**config.mk**
```make
export PLATFORM = sky130hd
export DESIGN_NAME = ifu_axi_fetch
export DESIGN_NICKNAME = d
export VERILOG_FILES = /design/src/rtl/ifu_pkg.sv /design/src/rtl/ifu_pc_gen.sv /design/src/rtl/ifu_axi_fetch.sv
export SDC_FILE = /design/constraint.sdc
export NUM_CORES = 1
export LEC_CHECK = 0
export CORE_MARGIN = 2
export CORE_UTILIZATION = 48
export CTS_BUF_LIST = sky130_fd_sc_hd__clkbuf_4 sky130_fd_sc_hd__clkbuf_8 sky130_fd_sc_hd__clkbuf_16
export DETAILED_ROUTE_END_ITERATION = 16
export HOLD_SLACK_MARGIN = 0.1
export PLACE_DENSITY = 0.81
export RECOVER_POWER = 100
export SKIP_LAST_GASP = 1
export SYNTH_ARGS = -nofsm -noshare
export SYNTH_HDL_FRONTEND = slang
export SYNTH_SLANG_ARGS = --single-unit
```
**constraint.sdc**
```tcl
create_clock -name clk -period 2.7 [get_ports clk]
set_clock_uncertainty 0.15 [all_clocks]
set_input_delay 0.54 -clock clk [delete_from_list [all_inputs] [get_ports clk]]
set_output_delay 0.54 -clock clk [all_outputs]
set_load 0.05 [all_outputs]
```
**src/rtl/ifu_pkg.sv**
```systemverilog
//------------------------------------------------------------------------------
// Module : ifu_pkg
// Brief  : Shared constants and state encoding for the instruction fetch unit.
// Rev    : 1.0  initial release
//------------------------------------------------------------------------------
`default_nettype none

package ifu_pkg;

    localparam int          AXI_ADDR_W         = 32;
    localparam int          AXI_DATA_W         = 32;
    localparam logic [31:0] RESET_ADDR_DEFAULT = 32'h8000_0000;
    localparam logic [31:0] INST_NOP           = 32'h0000_0013;
    localparam logic [1:0]  AXI_RESP_OKAY      = 2'b00;

    typedef enum logic [1:0] {
        REQ  = 2'd0,
        RESP = 2'd1,
        HOLD = 2'd2
    } ifu_state_t;

endpackage

`default_nettype wire

```
**src/rtl/ifu_pc_gen.sv**
```systemverilog
//------------------------------------------------------------------------------
// Module : ifu_pc_gen
// Brief  : PC and kill-flag holder; next PC priority redirect > +4 > hold.
// Rev    : 1.0  initial release
//------------------------------------------------------------------------------
`default_nettype none

module ifu_pc_gen
    import ifu_pkg::*;
#(
    parameter int                ADDR_W     = AXI_ADDR_W,
    parameter logic [ADDR_W-1:0] RESET_ADDR = ADDR_W'(RESET_ADDR_DEFAULT)
) (
    input  logic              clk,
    input  logic              rst_n,
    input  logic              redirect_valid,
    input  logic [ADDR_W-1:0] redirect_pc,
    input  logic              advance,
    input  logic              kill_set,
    input  logic              kill_clr,
    output logic [ADDR_W-1:0] pc_next,
    output logic              kill
);

    logic [ADDR_W-1:0] pc_q, pc_d;
    logic              kill_q, kill_d;

    always_comb begin
        pc_d = pc_q;
        if (redirect_valid) begin
            pc_d = redirect_pc;
        end else if (advance) begin
            pc_d = pc_q + ADDR_W'(4);
        end

        // Consuming the stale beat always ends the kill window.
        kill_d = kill_q;
        if (kill_clr) begin
            kill_d = 1'b0;
        end else if (kill_set) begin
            kill_d = 1'b1;
        end
    end

    always_ff @(posedge clk or negedge rst_n) begin
        if (!rst_n) begin
            pc_q   <= RESET_ADDR;
            kill_q <= 1'b0;
        end else begin
            pc_q   <= pc_d;
            kill_q <= kill_d;
        end
    end

    assign pc_next = pc_d;
    assign kill    = kill_q;

endmodule

`default_nettype wire

```
**src/rtl/ifu_axi_fetch.sv**
```systemverilog
//------------------------------------------------------------------------------
// Module : ifu_axi_fetch
// Brief  : AXI-lite instruction fetch master with redirect/kill handling.
//          Optional performance counters under IFU_PERF_CNT_EN.
// Rev    : 1.0  initial release
//------------------------------------------------------------------------------
`default_nettype none

module ifu_axi_fetch
    import ifu_pkg::*;
#(
    parameter int                ADDR_W     = AXI_ADDR_W,
    parameter int                DATA_W     = AXI_DATA_W,
    parameter logic [ADDR_W-1:0] RESET_ADDR = ADDR_W'(RESET_ADDR_DEFAULT)
) (
    input  logic              clk,
    input  logic              rst_n,
    output logic [ADDR_W-1:0] araddr,
    output logic              arvalid,
    input  logic              arready,
    input  logic [DATA_W-1:0] rdata,
    input  logic [1:0]        rresp,
    input  logic              rvalid,
    output logic              rready,
    output logic [DATA_W-1:0] inst,
    output logic [ADDR_W-1:0] inst_pc,
    output logic              inst_err,
    output logic              inst_valid,
    input  logic              inst_ready,
    input  logic              redirect_valid,
    input  logic [ADDR_W-1:0] redirect_pc
`ifdef IFU_PERF_CNT_EN
    ,
    output logic [63:0]       perf_fetch_cnt,
    output logic [63:0]       perf_stall_cnt
`endif
);

    ifu_state_t        state_q, state_d;
    logic [ADDR_W-1:0] araddr_q, araddr_d;
    logic              arvalid_q, arvalid_d;
    logic              rready_q, rready_d;
    logic [DATA_W-1:0] inst_q, inst_d;
    logic [ADDR_W-1:0] inst_pc_q, inst_pc_d;
    logic              inst_err_q, inst_err_d;
    logic              inst_valid_q, inst_valid_d;

    logic              ar_hs, r_hs, d_hs;
    logic              advance, kill_set, kill_clr, capture;
    logic              kill;
    logic [ADDR_W-1:0] pc_next;

    assign ar_hs = arvalid_q & arready;
    assign r_hs  = rready_q & rvalid;
    assign d_hs  = inst_valid_q & inst_ready;

    ifu_pc_gen #(
        .ADDR_W     (ADDR_W),
        .RESET_ADDR (RESET_ADDR)
    ) u_pc_gen (
        .clk            (clk),
        .rst_n          (rst_n),
        .redirect_valid (redirect_valid),
        .redirect_pc    (redirect_pc),
        .advance        (advance),
        .kill_set       (kill_set),
        .kill_clr       (kill_clr),
        .pc_next        (pc_next),
        .kill           (kill)
    );

    always_comb begin
        state_d  = state_q;
        advance  = 1'b0;
        kill_set = 1'b0;
        kill_clr = 1'b0;
        capture  = 1'b0;
        case (state_q)
            REQ: begin
                if (ar_hs) begin
                    state_d = RESP;
                end
                // Once arvalid is up the address is committed, so the redirect
                // must wait for the stale beat to be drained.
                if (redirect_valid && arvalid_q) begin
                    kill_set = 1'b1;
                end
            end
            RESP: begin
                if (r_hs) begin
                    kill_clr = 1'b1;
                    if (kill || redirect_valid) begin
                        state_d = REQ;
                    end else begin
                        state_d = HOLD;
                        capture = 1'b1;
                    end
                end else if (redirect_valid) begin
                    kill_set = 1'b1;
                end
            end
            HOLD: begin
                advance = d_hs;
                if (d_hs || redirect_valid) begin
                    state_d = REQ;
                end
            end
            default: begin
                state_d = REQ;
            end
        endcase
    end

    always_comb begin
        arvalid_d    = (state_d == REQ);
        rready_d     = (state_d == RESP);
        inst_valid_d = (state_d == HOLD);

        // Reload the request address only when no AR is currently offered.
        araddr_d = araddr_q;
        if ((state_d == REQ) && !((state_q == REQ) && arvalid_q)) begin
            araddr_d = pc_next;
        end

        inst_d     = inst_q;
        inst_pc_d  = inst_pc_q;
        inst_err_d = inst_err_q;
        if (capture) begin
            inst_d     = rdata;
            inst_pc_d  = araddr_q;
            inst_err_d = (rresp != AXI_RESP_OKAY);
        end
    end

    always_ff @(posedge clk or negedge rst_n) begin
        if (!rst_n) begin
            state_q      <= REQ;
            araddr_q     <= RESET_ADDR;
            arvalid_q    <= 1'b0;
            rready_q     <= 1'b0;
            inst_q       <= DATA_W'(INST_NOP);
            inst_pc_q    <= RESET_ADDR;
            inst_err_q   <= 1'b0;
            inst_valid_q <= 1'b0;
        end else begin
            state_q      <= state_d;
            araddr_q     <= araddr_d;
            arvalid_q    <= arvalid_d;
            rready_q     <= rready_d;
            inst_q       <= inst_d;
            inst_pc_q    <= inst_pc_d;
            inst_err_q   <= inst_err_d;
            inst_valid_q <= inst_valid_d;
        end
    end

    assign araddr     = araddr_q;
    assign arvalid    = arvalid_q;
    assign rready     = rready_q;
    assign inst       = inst_q;
    assign inst_pc    = inst_pc_q;
    assign inst_err   = inst_err_q;
    assign inst_valid = inst_valid_q;

`ifdef IFU_PERF_CNT_EN
    logic [63:0] perf_fetch_cnt_q, perf_fetch_cnt_d;
    logic [63:0] perf_stall_cnt_q, perf_stall_cnt_d;

    always_comb begin
        perf_fetch_cnt_d = perf_fetch_cnt_q;
        perf_stall_cnt_d = perf_stall_cnt_q;
        if (d_hs) begin
            perf_fetch_cnt_d = perf_fetch_cnt_q + 64'd1;
        end
        if ((state_q == REQ) || (state_q == RESP)) begin
            perf_stall_cnt_d = perf_stall_cnt_q + 64'd1;
        end
    end

    always_ff @(posedge clk or negedge rst_n) begin
        if (!rst_n) begin
            perf_fetch_cnt_q <= 64'd0;
            perf_stall_cnt_q <= 64'd0;
        end else begin
            perf_fetch_cnt_q <= perf_fetch_cnt_d;
            perf_stall_cnt_q <= perf_stall_cnt_d;
        end
    end

    assign perf_fetch_cnt = perf_fetch_cnt_q;
    assign perf_stall_cnt = perf_stall_cnt_q;
`endif

endmodule

`default_nettype wire

```
* Word level (Yosys, flattened, before mapping)
Index checks and enable logic that the tools add are counted. Widths: inputs -> output; s select.
Operators by class: bitwise gates (word level) 3, muxes and demuxes 19, add/sub/neg operators 1, reductions and logical operators 10, equality and inequality tests 4
Operators by type and width (count):
- $mux 32 | 2
- $add 32x3->32 const B | 1
- $mux 1 | 11
- $mux 2 | 4
- $pmux 2 s3 | 1
- $eq 2x1->1 const B | 2
- $eq 2x2->1 const B | 2
- $logic_not 2->1 | 2
- $reduce_bool 2->1 | 2
- $and 1x1->1 | 3
- $logic_and 1x1->1 | 3
- $logic_or 1x1->1 | 2
- $pmux 1 s2 | 1
- $logic_not 1->1 | 1
Storage, ports and cells: word-level logic and storage cells 47, input bits 72, register bits 135, output and inout bits 100

* Longest topological paths before layout
Gate-level depths: netlist of the first run.
depth after elaboration 6, gate-level depth with buffers 6, mapped depth without buffers 6

* Hierarchy
Synthesis of the first run repeated with hierarchy kept, for this count alone.
Unflattened totals: cell total of the unflattened synthesis 442, area, all modules 6007.0 µm²
By module, submodules not included:
- ifu_axi_fetch | seq. area each 2558.7 µm², times used 1, cells an instance 229, area each 4142.7 µm²
- ifu_pc_gen | seq. area each 827.0 µm², times used 1, cells an instance 213, area each 1864.3 µm²

* Least setup slack after synthesis of the first run
Ideal clock, no wire load.
kind register to register, from register inst_valid_q (netlist: inst_valid), to register araddr_q[19] (netlist: araddr[19]), period minus slack after synthesis 2.351 ns, arrival 2.076 ns, library setup time 0.125 ns, path slack 0.349 ns, data required time 2.425 ns, cell stages (with the launch flop) 7, path buffers 1, path through dfrtp_1 nand4b_2 buf_6 nor4_1 mux2i_1 nand3_1 mux2_2
RTL lines:
- start, declared | RTL line ifu_axi_fetch.sv:46 | logic inst_valid_q, inst_valid_d;
- start signal, assigned | RTL line ifu_axi_fetch.sv:153 | inst_valid_q <= inst_valid_d;
- $and 1x1->1 | RTL line ifu_axi_fetch.sv:55 | assign d_hs = inst_valid_q & inst_ready;
- $mux 1 | RTL line ifu_axi_fetch.sv:78 | case (state_q)
- $mux 32 | RTL line ifu_pc_gen.sv:32 | end else if (advance) begin
- $mux 32 | RTL line ifu_pc_gen.sv:30 | if (redirect_valid) begin
- via pc_next[19] | RTL line ifu_axi_fetch.sv:51 | logic [ADDR_W-1:0] pc_next;
- end signal, assigned | RTL line ifu_axi_fetch.sv:147 | araddr_q <= araddr_d;
- end, declared | RTL line ifu_axi_fetch.sv:40 | logic [ADDR_W-1:0] araddr_q, araddr_d;
The timed path passes the listed nets, and every way through them passes these cells. A chain may end at the register's enable or synchronous reset.

* Worst setup path in the final report of the first run
from register araddr_q[31] (netlist: araddr[31]), to output araddr[31]
RTL lines:
- end, declared | RTL line ifu_axi_fetch.sv:18 | output logic [ADDR_W-1:0] araddr,
No word-level cell between the ends.

==> results of run 1 <==
state kept, by name, indices dropped and copies added, names as in the netlist:
register	cells
araddr	32
inst	32
inst_pc	32
u_pc_gen.pc_q	32
state_q	2
arvalid	1
inst_err	1
inst_valid	1
rready	1
u_pc_gen.kill	1
per-stage QoR:
stage	utilization	cell area [um^2]
2_1_floorplan	-	5910
3_3_place_gp	0.655	7870
3_5_place_dp	0.655	7870
4_1_cts	0.707	8490
5_1_grt	0.698	8380
6_report	0.698	8380
kinds of logic after synthesis:
group,share of synthesized area
AOI/OAI and AO/OA,0.0487
xor gates and xnor gates,0.0311
DFF,0.573
buffers and inverters,0.0281
adders and majority gates,0.00212
muxes,0.194
and+or+nand+nor,0.123
power breakdown:
part           switching, mW  total (mW)  leakage, nW  internal (mW)
Sequential             0.428        3.16         1.67           2.73
Combinational           3.04        4.60         1.84           1.55
Clock                  0.822        2.37        0.303           1.55
worst reg2reg max path: cells and delay by family (launching register included):
| family | cells | cell delay (ns) |
|---|---|---|
| flip-flops | 1 | 0.47 |
| buffers and inverters | 2 | 0.50 |
| multiplexers | 1 | 0.49 |
| AND/OR/NAND/NOR | 2 | 0.63 |
placed cells by master (no fill, tap or decap), types with 10 or more instances in the layout:
cell type | netlist | final
clkbuf_16 | 0 | 17
clkdlybuf4s50_1 | 0 | 69
dfrtp_1 | 129 | 129
dlygate4sd3_1 | 0 | 101
inv_1 | 17 | 17
mux2_2 | 86 | 85
mux2i_1 | 18 | 18
nand2_1 | 38 | 38
nand3_1 | 22 | 22
nand4_1 | 15 | 15
nor2_1 | 16 | 16
nor4_1 | 8 | 12
o211ai_1 | 10 | 11
o21ai_0 | 12 | 12
xnor2_1 | 10 | 10
xor2_1 | 11 | 11
final cells by class:
class	count	area, um^2	share of cell area
Multi-Input combinational cell	300	2330	0.278
Clock buffer	23	489	0.0584
Clock inverter	8	121	0.0145
Tap cell	147	184	0.0220
Inverter	17	63.8	0.00762
Timing Repair Buffer	189	1800	0.215
Sequential cell	135	3390	0.404
worst max-delay path by stage:
stage                     from          to  slack (ns)
finish              araddr[31]  araddr[31]        0.19
detailed placement  inst_ready  araddr[25]       -0.22
global placement    inst_ready  araddr[31]       -0.12
CTS                 inst_ready  araddr[27]        0.22
global route        inst_ready  araddr[25]        0.04
floorplan           inst_valid  araddr[19]        0.35
routing by layer:
metal  up-vias  part of all wire  global-route usage
li1       2078                 -                   -
met1      2154              0.41               0.264
met2       119              0.52               0.366
met3        11             0.055              0.0611
met4         0             0.014              0.0843
met5         -                 0                   0
repair_timing:
item,4_1_cts,5_1_grt
gates resized for setup,0,0
endpoints found under the setup margin,0,0
endpoints found under the hold margin,31,0
hold buffers,1,0
==> run metrics, run 1 <==
worst rel slew slack=0.328; Mapped Cells=475; fillcell total=906; first-pass GRT wire length=22,300 um; post-synthesis register bit count=135; Worst Hold Launch=inst_err; std cell rows=40; later-pin clock latency in the skew report=0.41 ns; mapped cell area=5910 um^2; top cells by area, synth=dfrtp_1 55%, mux2_2 16%, mux2i_1 3.0%, dfstp_2 2.7%, nand2_1 2.4%; crit path kind=register to output pin; antenna fix cells=0; total power=10.1 mW; CP max stage cell=dlygate4sd3_1; predominant post-synthesis flop cell=dfrtp_1; Syn-to-layout area delta=41.7%; first-pass iteration count of the detailed router=4; Die ar.=13,200 um^2; Total GRT Usage=0.217; status=complete, no violations; initial core utilization=0.492; share of post-route cells with drive strength above 1=0.205; Critical R2R Capture=inst[2]; Worst EP arrival=1.82 ns; power per cell area=1210 nW/um^2; crit-path max FO=3; R2R Setup Slk=0.34 ns; GPL Wtd Cong=0.819; Setup WS pre-CTS=-0.219 ns; Async SR Flop Fraction=1.00; final net count=733; Bufs and invs on worst path=1; Crit path largest cell delay=0.87 ns; Worst-Margin Slew=1.01 ns; Num CTS Buffers=17; clock root buffer=clkbuf_16; IR drop worst, VDD=0.897 mV; core footprint=12,000 um^2; Die X=115 um; Syn Nets=548; Final ANT Viol Nets=0; # placed instances=787; Max Slew Vio Count=0; syn_area_per_cell=12.4 um^2; final hold vios=0; Hold Crit Depth=2; CP delay by family, top=buffers and inverters; top-count cell post-synth=dfrtp_1; leakage power=3.81 nW; postcts setup bufs=0; number of synthesized flops with an enable pin=0; Seq/Total Area, Yosys=0.573; die height=115 um; CP endpoint kind=output pin; via count=4,362; DP HPWL=9500 um; DR vias/cell=5.33; WHS Endpoint=inst_err; setup ws final=0.192 ns; biggest area consumer among synthesized cells=dfrtp_1; Period minus WS final=2.51 ns; Reg clk slew, reported paths=0.06 ns; WHS=0.329 ns; grt ovf=0; Port Buf Inserts=171; drt initial violations=213; I/O pins=172; Post-Route WL=13,500 um; maxcap violations=0; top cell type's share of synthesized area=0.546; worst-path cell chain=dlygate4sd3_1; largest net degree at the start of global routing=67; RSZ-0062 raised after global routing=no; worst reg-to-reg path cell count=5; Synth cell types=41; antenna violations before repair=0; FF-to-FF Start=state_q[1]; WL/cell=16.5 um; # DRC=0; Required @ worst endpoint=2.01 ns; clock tree from TritonCTS=built; clock tree buffer depth=2; htree depth=4; Finish-stage setup viols=0; Hold WC Path Type=register to register; commonest cells in the synthesized netlist=129 x dfrtp_1, 86 x mux2_2, 38 x nand2_1, 22 x nand3_1, 18 x mux2i_1; YS warnings=0; crit share post-route=0.929; Cell Count, Final, Fillers Out=819; CP Depth=1; final setup TNS=0 ns; Critical Path Start Type=register; Clock Sinks=135; max frequency=399 MHz; vias in the first global route=4,588
Note: power is estimated with default switching activity, not from simulation.
==> run 2: changes to the inputs <==
==> constraint.sdc (replaced) <==
create_clock -name clk -period 2.7 [get_ports clk]
set_clock_uncertainty 0.15 [all_clocks]
set_input_delay 0.675 -clock clk [delete_from_list [all_inputs] [get_ports clk]]
set_output_delay 0.675 -clock clk [all_outputs]
set_load 0.05 [all_outputs]
==> run metrics, run 2 (synthesis results as in run 1) <==
DR vias/cell=5.42 (+1.8%); power per cell area=1220 nW/um^2 (+1.3%); post-route cell area=8550 um^2 (+2.0%); Clock Sinks=135 (unchanged); RSZ-0062 raised after global routing=no; clock tree buffer depth=2 (unchanged); Max Slew Vio Count=63 (+63); worst reg-to-reg path cell count=6 (+1); grt ovf=0 (unchanged); Worst Hold Launch=inst[5]; first-pass iteration count of the detailed router=4 (unchanged); worst rel slew slack=-0.00403 (-0.332); Hold WC Path Type=register to register; # placed instances=790 (+0.38%); drt initial violations=186 (-13%); FF-to-FF Start=u_pc_gen.pc_q[2]; Final ANT Viol Nets=0 (unchanged); Worst EP arrival=2.75 ns (+0.93 ns); postcts setup bufs=0 (unchanged); share of post-route cells with drive strength above 1=0.225 (+0.0195); Port Buf Inserts=171 (unchanged); crit path kind=input port to register; vias in the first global route=4,672 (+1.8%); largest net degree at the start of global routing=64 (-4.5%); status=complete, but fails checks; commonest non-fill, non-tap cell in the layout=dfrtp_1; first-pass GRT wire length=22,900 um (+2.7%); violated checks=capacitance limit, slew limit; Finish-stage setup viols=0 (unchanged); DP HPWL=9930 um (+4.5%); core footprint=12,000 um^2 (unchanged); CP endpoint kind=register; Crit path largest cell delay=0.61 ns (-0.26 ns); R2R Setup Slk=0.38 ns (+0.04 ns); Num CTS Buffers=17 (unchanged); std cell rows=40 (unchanged); final setup TNS=0 ns (unchanged); Cell Count, Final, Fillers Out=823 (+0.49%); crit share post-route=0.970 (+0.0412); leakage power=3.89 nW (+2.1%); Die X=115 um (unchanged); clock tree from TritonCTS=built; Post-DP Area=7940 um^2 (+0.92%); later-pin clock latency in the skew report=0.41 ns (about the same); WHS Endpoint=inst[5]; Total GRT Usage=0.222 (+0.00512); total power=10.5 mW (+3.4%); Period minus WS final=2.62 ns (+0.111 ns); antenna fix cells=0 (unchanged); Post-Route WL=14,200 um (+4.9%); worst-path cell chain=dlygate4sd3_1 > nand4b_2 > or4_1 > nor4_2 > xnor2_1 > mux2i_1; via count=4,462 (+2.3%); die height=115 um (unchanged); IR drop worst, VDD=0.756 mV (-16%); WL/cell=17.2 um (+4.4%); Critical Path Start Type=input port; # DRC=0 (unchanged); GPL Wtd Cong=0.833 (+1.7%); htree depth=4 (unchanged); Syn-to-layout area delta=44.6%; Required @ worst endpoint=2.83 ns (+0.82 ns); I/O pins=172 (unchanged); maxcap violations=1 (+1); Worst-Margin Slew=1.51 ns (+0.500 ns); max frequency=382 MHz (-4.2%); clock root buffer=clkbuf_16; antenna violations before repair=0 (unchanged); final hold vios=0 (unchanged); Reg clk slew, reported paths=0.06 ns (about the same); commonest cells after routing, fill and taps aside=129 x dfrtp_1, 99 x dlygate4sd3_1, 86 x mux2_2; initial core utilization=0.492 (unchanged); Hold Crit Depth=1 (-1); crit-path max FO=3 (unchanged); Critical R2R Capture=u_pc_gen.pc_q[26]; Die ar.=13,200 um^2 (unchanged); CP max stage cell=dlygate4sd3_1; final net count=736 (+0.41%)
run 2: cell count changes in the layout (fill, tap and decap cells not counted), sizes merged:
| cell | before | now |
|---|---|---|
| bufinv | 3 | 5 |
| clkbuf | 37 | 31 |
| clkinv | 4 | 6 |
| a21oi | 5 | 6 |
| clkdlybuf4s50 | 69 | 70 |
| buf | 5 | 11 |
| dlygate4sd3 | 101 | 99 |
run 2: how the worst max path moves through the flow:
stage / startpoint / cells past startpoint / end / slack (ns)
2_1_floorplan: inst_valid / 6 / araddr[19] / 0.35
6_report: inst_ready / 6 / u_pc_gen.pc_q[26] / 0.08
3_5_place_dp: inst_ready / 7 / araddr[25] / -0.28
3_3_place_gp: inst_ready / 7 / araddr[23] / -0.15
5_1_grt: inst[0] / 1 / inst[0] / 0.04
4_1_cts: araddr[31] / 1 / araddr[31] / 0.11
run 2: what timing repair did:
| item | 4_1_cts | 5_1_grt |
|---|---|---|
| gates resized for setup | 0 | 1 |
| hold buffers | 0 | 0 |
| endpoints found under the setup margin | 0 | 1 |
run 2: power breakdown:
group,total (mW),internal [mW],switching [mW]
combinational,4.73,1.63,3.10
sequential,3.18,2.73,0.450
clock,2.55,1.70,0.857
total,10.5,6.05,4.41
run 2: worst max-delay path, delay by kind of cell:
| kind | cells | cell delay (ns) |
|---|---|---|
| xor gates and xnor gates | 1 | 0.21 |
| buffers and inverters | 1 | 0.61 |
| muxes | 1 | 0.12 |
| and+or+nand+nor | 3 | 1.13 |
run 2: area by class of cell:
type | instances | area, um^2
fillers | 910 | 3470
flip-flops and latches | 135 | 3390
multi-input cells | 301 | 2380
repair buffers | 191 | 1870
clock buffers | 20 | 460
clock inverters | 12 | 199
well taps | 147 | 184
inverters | 17 | 63.8
run 2: stage by stage:
step | setup slack [ns] | hold WS (ns) | utilization
after global routing | 0.0440 | 0.358 | 0.711
final | 0.0809 | 0.345 | 0.711
after global placement | -0.146 | 0.324 | 0.661
after CTS | 0.107 | 0.111 | 0.716
after detailed placement | -0.279 | 0.329 | 0.661
after floorplan | 0.349 | 0.229 | -
run 2: per-layer routing:
layer  global-route usage  part of all wire
met3               0.0506             0.049
met4               0.0916             0.022
met5                    0                 0
met1                0.274              0.41
met2                0.378              0.52
==> run 3: changes to the inputs <==
clock period = 2.83 ns   (was 2.7 ns; I/O delays follow)
==> run metrics, run 3 (synthesis results as in run 1) <==
status=complete, but fails checks; violated checks=capacitance limit, slew limit; htree depth=4 (unchanged); WL/cell=16.7 um (-2.7%); Post-Route Utilization=0.696 (-0.0150); leakage power=3.82 nW (-1.9%); crit share post-route=0.951; first-pass GRT wire length=22,100 um (-3.7%); combinational fraction of design power=0.465 (+0.013); internal power=5.38 mW (-11%); WHS=0.344 ns (-0.000734 ns); DR vias/cell=5.36 (-1.2%); max frequency=372 MHz; later-pin clock latency in the skew report=0.42 ns (about the same); maxcap violations=1 (unchanged); Hold WC Path Type=register to register; clock share of power=0.217 (-0.027); worst reg-to-reg path cell count=5 (-1); CP max stage cell=dlygate4sd3_1; Bufs and invs on worst path=1 (unchanged); Die ar.=13,200 um^2 (unchanged); Reg clk slew, reported paths=0.06 ns (about the same); Finish-stage setup viols=0 (unchanged); commonest cells after routing, fill and taps aside=129 x dfrtp_1, 102 x dlygate4sd3_1, 86 x mux2_2; antenna fix cells=0 (unchanged); IR drop worst, VDD=0.743 mV (-1.7%); sequential share of power=0.318 (+0.014); Switch Pwr=4.11 mW (-6.9%); first-pass iteration count of the detailed router=4 (unchanged); die height=115 um (unchanged); R2R Setup Slk=0.47 ns (+0.09 ns); grt ovf=0 (unchanged); WHS Endpoint=inst[10]; # DRC=0 (unchanged); GPL Wtd Cong=0.841 (+0.91%); final net count=731 (-0.68%); CP endpoint kind=output pin; drt initial violations=244 (+31%); switching portion of total power=0.433 (+0.0111); Period minus WS final=2.69 ns; initial core utilization=0.492 (unchanged); crit path kind=register to output pin; Crit path largest cell delay=0.87 ns (+0.26 ns); Total GRT Usage=0.215 (-0.00670); crit-path max FO=3 (unchanged); cts repair resizes=0 (unchanged); clock root buffer=clkbuf_16; via count=4,383 (-1.8%); power per cell area=1130 nW/um^2 (-7.3%); RSZ-0062 raised after global routing=no; Critical R2R Capture=inst[19]; Post-CTS Hold Buffers=0 (unchanged); Critical Path Start Type=register; core footprint=12,000 um^2 (unchanged); final hold vios=0 (unchanged); Worst Hold Launch=inst[10]; Hold Crit Depth=1 (unchanged); Worst-Margin Slew=1.71 ns (+0.199 ns); Clock Sinks=135 (unchanged); Post-Route WL=13,700 um (-3.3%); worst-path cell chain=dlygate4sd3_1; vias in the first global route=4,535 (-2.9%); commonest non-fill, non-tap cell in the layout=dfrtp_1; fillcell total=900 (-1.1%); clock tree from TritonCTS=built; Port Buf Inserts=171 (unchanged); FF-to-FF Start=state_q[1]; postcts setup bufs=0 (unchanged); Required @ worst endpoint=1.97 ns (-0.86 ns); share of post-route cells with drive strength above 1=0.216 (-0.00876); std cell rows=40 (unchanged); Die X=115 um (unchanged); Final ANT Viol Nets=0 (unchanged); worst rel slew slack=-0.137 (-0.133); Max Slew Vio Count=67 (+6.3%); I/O pins=172 (unchanged); antenna violations before repair=0 (unchanged); largest net degree at the start of global routing=74 (+16%); clock tree buffer depth=2 (unchanged); Worst EP arrival=1.83 ns (-0.92 ns); Syn-to-layout area delta=41.5%; DP HPWL=9590 um (-3.4%); Num CTS Buffers=17 (unchanged); CP delay by family, top=buffers and inverters
## run 3: cell types whose count changed in the layout (fill, tap and decap cells not counted), sizes merged
cell           before  now
buf                11    9
clkdlybuf4s50      70   67
a21oi               6    5
clkinv              6    8
bufinv              5    1
dlygate4sd3        99  102
## run 3: layout make-up
cell class / count / area, um^2 / area share
Sequential cell: 135 / 3390 / 0.405
Multi-Input combinational cell: 300 / 2340 / 0.280
Timing Repair Buffer: 187 / 1830 / 0.219
Clock buffer: 22 / 482 / 0.0576
Tap cell: 147 / 184 / 0.0220
Clock inverter: 10 / 77.6 / 0.00927
Inverter: 17 / 63.8 / 0.00763
## run 3: through the flow
step	setup TNS, ns	cell area [um^2]	power [mW]	setup WS [ns]	instances
after floorplan	0	5910	6.06	0.479	475
after global placement	-0.388	7880	7.64	-0.0458	786
after detailed placement	-2.04	7880	7.74	-0.119	786
after CTS	0	8440	9.84	0.199	818
after global routing	0	8370	9.93	0.0833	818
final	0	8370	9.49	0.139	818
## run 3: how the worst max path moves through the flow
stage	endpoint	slack, ns	startpoint	depth (start not counted)
2_1_floorplan	araddr[19]	0.48	inst_valid	6
3_3_place_gp	araddr[24]	-0.05	inst_ready	7
3_5_place_dp	araddr[23]	-0.12	inst_ready	7
4_1_cts	araddr[31]	0.20	araddr[31]	1
5_1_grt	inst[19]	0.08	rvalid	6
6_report	araddr[31]	0.14	araddr[31]	1
## run 3: power by group through the flow
| stage | clock [mW] | sequential [mW] | combinational (mW) |
|---|---|---|---|
| 2_1_floorplan | 0 | 5.04 | 1.02 |
| 3_3_place_gp | 0 | 3.04 | 4.60 |
| 3_5_place_dp | 0 | 3.07 | 4.67 |
| 4_1_cts | 2.10 | 3.05 | 4.69 |
| 5_1_grt | 2.20 | 3.11 | 4.62 |
| 6_report | 2.06 | 3.01 | 4.41 |
## run 3: layer usage
| metal | routed length [um] | track usage | share of wire |
|---|---|---|---|
| met1 | 5600 | 0.260 | 0.41 |
| met2 | 7080 | 0.369 | 0.52 |
| met5 | 0 | 0 | 0 |
| met4 | 286 | 0.0811 | 0.021 |
| met3 | 739 | 0.0580 | 0.054 |
